### src/rtl/phy_lane_sched_if.sv
// Requester-side bundle of the lane scheduler: request/data in, grant/data out.
// Scheduler owns the grant side; requesters own req and the candidate bytes.
interface phy_lane_sched_if;
    logic [3:0] req;
    logic [7:0] data_req0;
    logic [7:0] data_req1;
    logic [7:0] data_req2;
    logic [7:0] data_req3;
    logic [3:0] gnt;
    logic [7:0] data_out;
    logic       valid_out;
    logic       idle_out;

    modport master (
        output req, data_req0, data_req1, data_req2, data_req3,
        input  gnt, data_out, valid_out, idle_out
    );

    modport slave (
        input  req, data_req0, data_req1, data_req2, data_req3,
        output gnt, data_out, valid_out, idle_out
    );
endinterface

### src/rtl/phy_lane_sched.sv
// Round-robin lane scheduler gated by a PHY link bring-up FSM; all outputs registered.
// Latency 1 cycle req->gnt; no backpressure, requesters simply hold req until granted.
module phy_lane_sched #(
    parameter logic [7:0] IDLE_SYM = 8'hBC
) (
    input  logic                  clk_f,
    input  logic                  default_values,
    input  logic                  phy_active,
    input  logic [3:0]            init_limit,
    phy_lane_sched_if.slave       lane,
    output logic [1:0]            state
);

    typedef enum logic [1:0] {
        ST_RESET  = 2'b00,
        ST_INIT   = 2'b01,
        ST_IDLE   = 2'b10,
        ST_ACTIVE = 2'b11
    } state_t;

    state_t     r_state, w_state_nxt;
    logic [3:0] r_cnt, w_cnt_nxt;
    logic [1:0] r_ptr, w_ptr_nxt;
    logic [3:0] r_gnt, w_gnt_nxt;
    logic [7:0] r_data, w_data_nxt;
    logic       r_valid, w_valid_nxt;
    logic       r_idle, w_idle_nxt;

    logic [3:0] w_lim;
    logic [3:0] w_cnt_inc;
    logic [7:0] w_data_req [4];
    logic       w_win_vld;
    logic [1:0] w_win_idx;
    logic [1:0] w_cand;

    assign w_lim     = (init_limit == 4'd0) ? 4'd1 : init_limit;
    assign w_cnt_inc = (r_cnt == 4'hF) ? r_cnt : r_cnt + 4'd1;

    assign w_data_req[0] = lane.data_req0;
    assign w_data_req[1] = lane.data_req1;
    assign w_data_req[2] = lane.data_req2;
    assign w_data_req[3] = lane.data_req3;

    // First requester found walking up from the pointer wins.
    always_comb begin
        w_win_vld = 1'b0;
        w_win_idx = 2'd0;
        w_cand    = 2'd0;
        for (int i = 0; i < 4; i++) begin
            w_cand = r_ptr + 2'(i);
            if (!w_win_vld && lane.req[w_cand]) begin
                w_win_vld = 1'b1;
                w_win_idx = w_cand;
            end
        end
    end

    always_comb begin
        w_state_nxt = r_state;
        w_cnt_nxt   = r_cnt;
        w_ptr_nxt   = r_ptr;
        w_gnt_nxt   = 4'd0;
        w_data_nxt  = IDLE_SYM;
        w_valid_nxt = 1'b0;
        case (r_state)
            ST_RESET: w_state_nxt = ST_INIT;
            ST_INIT: begin
                if (!phy_active) begin
                    w_cnt_nxt = 4'd0;
                end else if (w_cnt_inc >= w_lim) begin
                    w_state_nxt = ST_IDLE;
                    w_cnt_nxt   = 4'd0;
                end else begin
                    w_cnt_nxt = w_cnt_inc;
                end
            end
            ST_IDLE: begin
                if (!phy_active) begin
                    w_state_nxt = ST_INIT;
                    w_cnt_nxt   = 4'd0;
                    w_ptr_nxt   = 2'd0;
                end else if (lane.req != 4'd0) begin
                    w_state_nxt = ST_ACTIVE;
                end
            end
            ST_ACTIVE: begin
                // Link loss outranks both the drop to IDLE and any grant.
                if (!phy_active) begin
                    w_state_nxt = ST_INIT;
                    w_cnt_nxt   = 4'd0;
                    w_ptr_nxt   = 2'd0;
                end else if (!w_win_vld) begin
                    w_state_nxt = ST_IDLE;
                end else begin
                    w_gnt_nxt   = 4'b0001 << w_win_idx;
                    w_data_nxt  = w_data_req[w_win_idx];
                    w_valid_nxt = 1'b1;
                    w_ptr_nxt   = w_win_idx + 2'd1;
                end
            end
            default: w_state_nxt = ST_RESET;
        endcase
        w_idle_nxt = (w_state_nxt == ST_IDLE);
    end

    always_ff @(posedge clk_f or negedge default_values) begin
        if (!default_values) begin
            r_state <= ST_RESET;
            r_cnt   <= 4'd0;
            r_ptr   <= 2'd0;
            r_gnt   <= 4'd0;
            r_data  <= IDLE_SYM;
            r_valid <= 1'b0;
            r_idle  <= 1'b0;
        end else begin
            r_state <= w_state_nxt;
            r_cnt   <= w_cnt_nxt;
            r_ptr   <= w_ptr_nxt;
            r_gnt   <= w_gnt_nxt;
            r_data  <= w_data_nxt;
            r_valid <= w_valid_nxt;
            r_idle  <= w_idle_nxt;
        end
    end

    assign state          = r_state;
    assign lane.gnt       = r_gnt;
    assign lane.data_out  = r_data;
    assign lane.valid_out = r_valid;
    assign lane.idle_out  = r_idle;

endmodule

### src/flat_wrapper.sv
// flat-port wrapper written by rule: the top's interface ports become plain ports
module phy_lane_sched_flat 
#(
    parameter logic [7:0] IDLE_SYM = 8'hBC
)
  (clk_f, default_values, phy_active, init_limit, state, lane_req, lane_data_req0, lane_data_req1, lane_data_req2, lane_data_req3, lane_gnt, lane_data_out, lane_valid_out, lane_idle_out);
  phy_lane_sched_if lane_i ();
  input  logic clk_f;
  input  logic default_values;
  input  logic phy_active;
  input  logic [3:0] init_limit;
  output logic [1:0] state;
  input wire logic [$bits(lane_i.req)-1:0] lane_req;
  input wire logic [$bits(lane_i.data_req0)-1:0] lane_data_req0;
  input wire logic [$bits(lane_i.data_req1)-1:0] lane_data_req1;
  input wire logic [$bits(lane_i.data_req2)-1:0] lane_data_req2;
  input wire logic [$bits(lane_i.data_req3)-1:0] lane_data_req3;
  output wire logic [$bits(lane_i.gnt)-1:0] lane_gnt;
  output wire logic [$bits(lane_i.data_out)-1:0] lane_data_out;
  output wire logic [$bits(lane_i.valid_out)-1:0] lane_valid_out;
  output wire logic [$bits(lane_i.idle_out)-1:0] lane_idle_out;
  assign lane_i.req = lane_req;
  assign lane_i.data_req0 = lane_data_req0;
  assign lane_i.data_req1 = lane_data_req1;
  assign lane_i.data_req2 = lane_data_req2;
  assign lane_i.data_req3 = lane_data_req3;
  assign lane_gnt = lane_i.gnt;
  assign lane_data_out = lane_i.data_out;
  assign lane_valid_out = lane_i.valid_out;
  assign lane_idle_out = lane_i.idle_out;
  phy_lane_sched #(.IDLE_SYM(IDLE_SYM)) u_core (.clk_f(clk_f), .default_values(default_values), .phy_active(phy_active), .init_limit(init_limit), .lane(lane_i), .state(state));
endmodule
### config.mk
export PLATFORM = sky130hd
export DESIGN_NAME = phy_lane_sched_flat
export DESIGN_NICKNAME = d
export VERILOG_FILES = /design/src/rtl/phy_lane_sched_if.sv /design/src/rtl/phy_lane_sched.sv /design/src/flat_wrapper.sv
export SDC_FILE = /design/constraint.sdc
export NUM_CORES = 1
export LEC_CHECK = 0
export CORE_ASPECT_RATIO = 0.75
export CORE_MARGIN = 10
export CORE_UTILIZATION = 25
export CTS_CLUSTER_DIAMETER = 80
export CTS_CLUSTER_SIZE = 10
export DETAILED_ROUTE_END_ITERATION = 10
export HOLD_SLACK_MARGIN = 0.12
export PLACE_DENSITY_LB_ADDON = 0.2
export SYNTH_ARGS = -nofsm -noshare
export SYNTH_HDL_FRONTEND = slang
export SYNTH_SLANG_ARGS = --single-unit
export TNS_END_PERCENT = 20
### constraint.sdc
create_clock -name clk_f -period 3.1 [get_ports clk_f]
set_input_delay 0.31 -clock clk_f [delete_from_list [all_inputs] [get_ports clk_f]]
set_output_delay 0.31 -clock clk_f [all_outputs]
set_load 0.05 [all_outputs]
Word-level counts from Yosys, hierarchy flattened. Cells that the tools add are included.

Flip-flop bits (word level): 22. Bits in latches: 0. RAM bits: 0. ROM bits: 0. Input bits: 43. Output and inout bits: 16. Logic and storage cells: 87. Memories kept: 0.

Add/sub/neg operators: 5. Multiply operators: 0. Div/mod/pow operators: 0. $lt $le $gt $ge: 6. Equal/unequal tests: 8. Shifts and indexed selects: 1. Multiplexer cells: 45. Bitwise logic cells: 1. Reductions and logical operators: 14.

Operators with widths (count): two-way mux 8 bit (5); two-way mux 4 bit (8); two-way mux 2 bit (13); binary-select mux 8 bit (select 2 bit) (1); < comparator 2 x 3 -> 1 bit, second input constant (4); two-way mux 1 bit (11); binary-select mux 1 bit (select 2 bit) (4); case mux 2 bit (4 select lines) (1); case mux 4 bit (2 select lines) (1); equality test 2 bit, second input constant (3); adder 2 x 1 -> 2 bit, second input constant (2); adder 2 bit, second input constant (2); adder 4 x 1 -> 4 bit, second input constant (1); equality test 4 bit, second input constant (1); greater-or-equal comparator 4 bit (1); zero test 4 bit (1); inequality test 2 bit, second input constant (2); case mux 2 bit (2 select lines) (1); nonzero test 2 bit (2); nonzero test 4 bit (1); << shifter 1 x 2 -> 4 bit, first input constant (1); greater-or-equal comparator 3 bit, second input constant (1); logical AND 1 bit (3); zero test 1 bit (3); other kinds (7) (7).

Logic depth before layout (Yosys ltp).
Word-level depth: 19. Gate-level depth with buffers: 9. Depth with buffers taken out: 9.

Worst setup path after synthesis. No wires, ideal clock.

Path kind: reg-to-reg. From: reg u_core.r_cnt[0]. To: reg u_core.r_cnt[0]. Library setup time: 0.066 ns. Arrival time: 2.315 ns. Required time: 3.034 ns. Setup slack: 0.719 ns. Stages on the path, launching flop included: 9. Path buffers: 0. Period minus slack after synthesis: 2.381 ns. Cell sequence: dfrtp_1 ha_1 nand3_1 mux2_2 ha_1 a211oi_1 o21ai_1 nor3_1 a22o_1.

Cells in the longest elaborated chain, start to end: 6. Elaborated cells between the ends (all ways): 7. Those cells by class: add/sub (1); order compare (1); eq/ne (1); mux (4).

RTL lines: start: declaration (line phy_lane_sched.sv:22) `logic [3:0] r_cnt, w_cnt_nxt;`; start signal: assignment (line phy_lane_sched.sv:117) `r_cnt <= w_cnt_nxt;`; adder 4 x 1 -> 4 bit / equality test 4 bit (equally long branches) (line phy_lane_sched.sv:37) `assign w_cnt_inc = (r_cnt == 4'hF) ? r_cnt : r_cnt + 4'd1;`; two-way mux 4 bit * (line phy_lane_sched.sv:37); greater-or-equal comparator 4 bit (line phy_lane_sched.sv:70) `end else if (w_cnt_inc >= w_lim) begin`; two-way mux 4 bit * (line phy_lane_sched.sv:70); two-way mux 4 bit * (line phy_lane_sched.sv:68) `if (!phy_active) begin`; case mux 4 bit (2 select lines) * (line phy_lane_sched.sv:65) `case (r_state)`.

Mark *: on every way between the ends. The rest lies on a longest branch, timed or not. A chain may end at the register's enable or synchronous reset.

Worst setup path after layout. Ends and elaborated chain as after synthesis.

==> run metrics <==
status complete, no violations; global route overflow 0; most frequent cell on the critical path ha_1; area taken by multi-input logic gates 722 µm²; Top Ports 59; clock slew at reported path FFs 0.08 ns; initial antenna violation count 0; Post-CTS Setup Bufs 0; clock sink count 22; DRT Wirelength 3970 µm; vias in the first global route 1311; slew margin rel. 35.9%; Tcrit/Tclk final 85.4%; Die Width 106 µm; Worst Path Max Fanout 5; hold buffers post-CTS 0; Setup Crit Path Kind reg -> reg; final core utilization 38.6%; WP data arrival 2.85 ns; WL/cell 14.9 µm; most frequent cells in the layout 58 x clkdlybuf4s50_1, 17 x dfrtp_1, 12 x inv_1; met3 WL 102 µm; antenna diode count 0; Rows 23; via count 1189; layout cells sized above 1 8.38%; max-cap viol count 0; number of distinct library cells after synthesis 38; Final Hold Viols 0; predominant post-synthesis flop cell dfrtp_1; HP Class in -> async; Detail Route Antenna Nets 0; minimum clock period 2.65 ns; async set-reset flop share out of synthesis 100%; Post-Synthesis Cell Area 1370 µm²; H-tree levels 1; DRT iter0 DRCs 23; Final GP Congestion 0.761; Slew Viols, Final 0; Critical Path End Type flop; met2 wire len 2190 µm; Fmax 378 MHz; most common cell after layout, fill and taps aside clkdlybuf4s50_1; crit path max-delay cell type dfrtp_1; largest net degree at the start of global routing 23; top layer reached by signal wires met4; CP Cell Sequence ha_1 > nand3_1 > mux2_2 > ha_1 > a211oi_1 > o21ai_1 > nor3_1 > a22o_1; measured slew at the worst slew-check pin 0.959 ns; HPWL Detailed 3440 µm; Mapped Cells 132; Clock Root Buffer clkbuf_8; GRT Util Overall 8.96%; synthesized area per cell 10.4 µm²; first-pass GRT wire length 6610 µm; WL met1 1630 µm; Crit path required time 3.30 ns; Worst Clk Skew 0.0101 ns; die height 84.2 µm; Syn Nets 184; Initial Util 25.8%; Remaining DRCs 0; core area 5320 µm²; leakage dissipation 0.000882 µW; Area Overhead vs Synth 49.7%; worst hold margin 0.575 ns; PortBufs 58; die area 8890 µm²; nets@finish 244; TritonRoute pass-1 iters 4; post-cts sizing count 0; register area 557 µm²; Peak VDD IR 0.199 mV; CTS tree yes; Max clock buf depth 2; sequential element share of the synthesized area 40.5%; PD cells 578 nW/µm²; Largest stage delay, worst path 0.43 ns; Ys Warns 0; via/cell ratio 4.47; RSZ-0062 raised after global routing no; crit path launch type flop; total CTS buffers 3; setup violators final 0; FILL cells 530; number of flops mapped to enable cells by yosys 0; Seq cells post-synth 22; clk_lat worst skew 0.26 ns; Fin Setup TNS 0 ns
synthesized netlist by cell type, types with 3 or more instances:
| master | n | area, µm² |
|---|---|---|
| dfrtp_1 | 17 | 425 |
| inv_1 | 12 | 45.0 |
| ha_1 | 9 | 113 |
| mux2i_1 | 9 | 90.1 |
| a221oi_1 | 8 | 70.1 |
| and2_1 | 8 | 50.1 |
| nor2_1 | 8 | 30.0 |
| nand2_1 | 6 | 22.5 |
| a2111oi_0 | 5 | 43.8 |
| dfstp_2 | 5 | 131 |
| a211oi_1 | 4 | 30.0 |
| a22o_1 | 4 | 35.0 |
| o21ai_0 | 4 | 20.0 |
| nand3_1 | 3 | 15.0 |
final timing paths:
check / from / endpoint / slack [ns] / cells after the start
hold / removal: default_values / u_core.lane.data_out[0] / 0.58 / 1
hold reg to reg: u_core.r_ptr[0] / u_core.r_ptr[0] / 0.58 / 1
setup reg to reg: u_core.r_cnt[0] / u_core.r_cnt[0] / 0.45 / 8
max in group asynchronous: default_values / u_core.r_cnt[3] / 1.93 / 1
setup / recovery: u_core.r_cnt[0] / u_core.r_cnt[0] / 0.45 / 8
min in group clk_f: u_core.r_ptr[0] / u_core.r_ptr[0] / 0.58 / 1
where the power goes:
part	switching, µW	leakage (µW)	total (µW)	internal [µW]
logic	350	0.000579	608	258
registers	55.8	0.000280	401	345
clock network	87.1	0.0000228	178	91.4
total	493	0.000882	1190	695
per-layer routing:
layer,global-route usage (%),vias to the layer above
li1,-,602
met4,2.58,0
met1,9.34,567
met3,1.68,2
met2,17.7,18
met5,0,-
through the flow:
stage	total power [µW]	cells	instance area, µm²	setup WS [ns]
4_1_cts	1200	266	2060	0.455
6_report	1190	266	2060	0.452
5_1_grt	1280	266	2060	0.248
3_5_place_dp	1020	262	2010	0.473
3_3_place_gp	1000	262	2010	0.569
2_1_floorplan	844	132	1370	0.719
critical path, delay by kind of cell (launching register included):
| family | cells | cell delay (ns) |
|---|---|---|
| flip-flops | 1 | 0.43 |
| AO/OA/AOI/OAI | 3 | 0.66 |
| AND/OR/NAND/NOR | 2 | 0.56 |
| multiplexers | 1 | 0.36 |
| adder cells (fa/ha/maj) | 2 | 0.56 |
area by class of cell:
type | instances | share of cell area, %
clock buffer | 4 | 2.19
inverter | 15 | 2.86
multi-input combinational | 92 | 35.1
sequential | 22 | 27.1
tap | 75 | 4.56
timing repair buffer | 58 | 28.2
flip-flops by register name, indices dropped and copies added, names as in the netlist:
name,count
u_core.lane.data_out,8
u_core.r_cnt,4
u_core.lane.valid_out,1
u_core.lane.gnt,4
u_core.lane.idle_out,1
u_core.state,2
u_core.r_ptr,2
logic make-up after synthesis:
logic type | share of synthesized area (%)
and+or+nand+nor | 13.3
muxes | 7.38
AOI/OAI and AO/OA | 23.0
adders and majority gates | 8.20
xor gates and xnor gates | 0.638
buffers and inverters | 6.92
DFF | 40.5
Power figures use the tool's default switching activity.
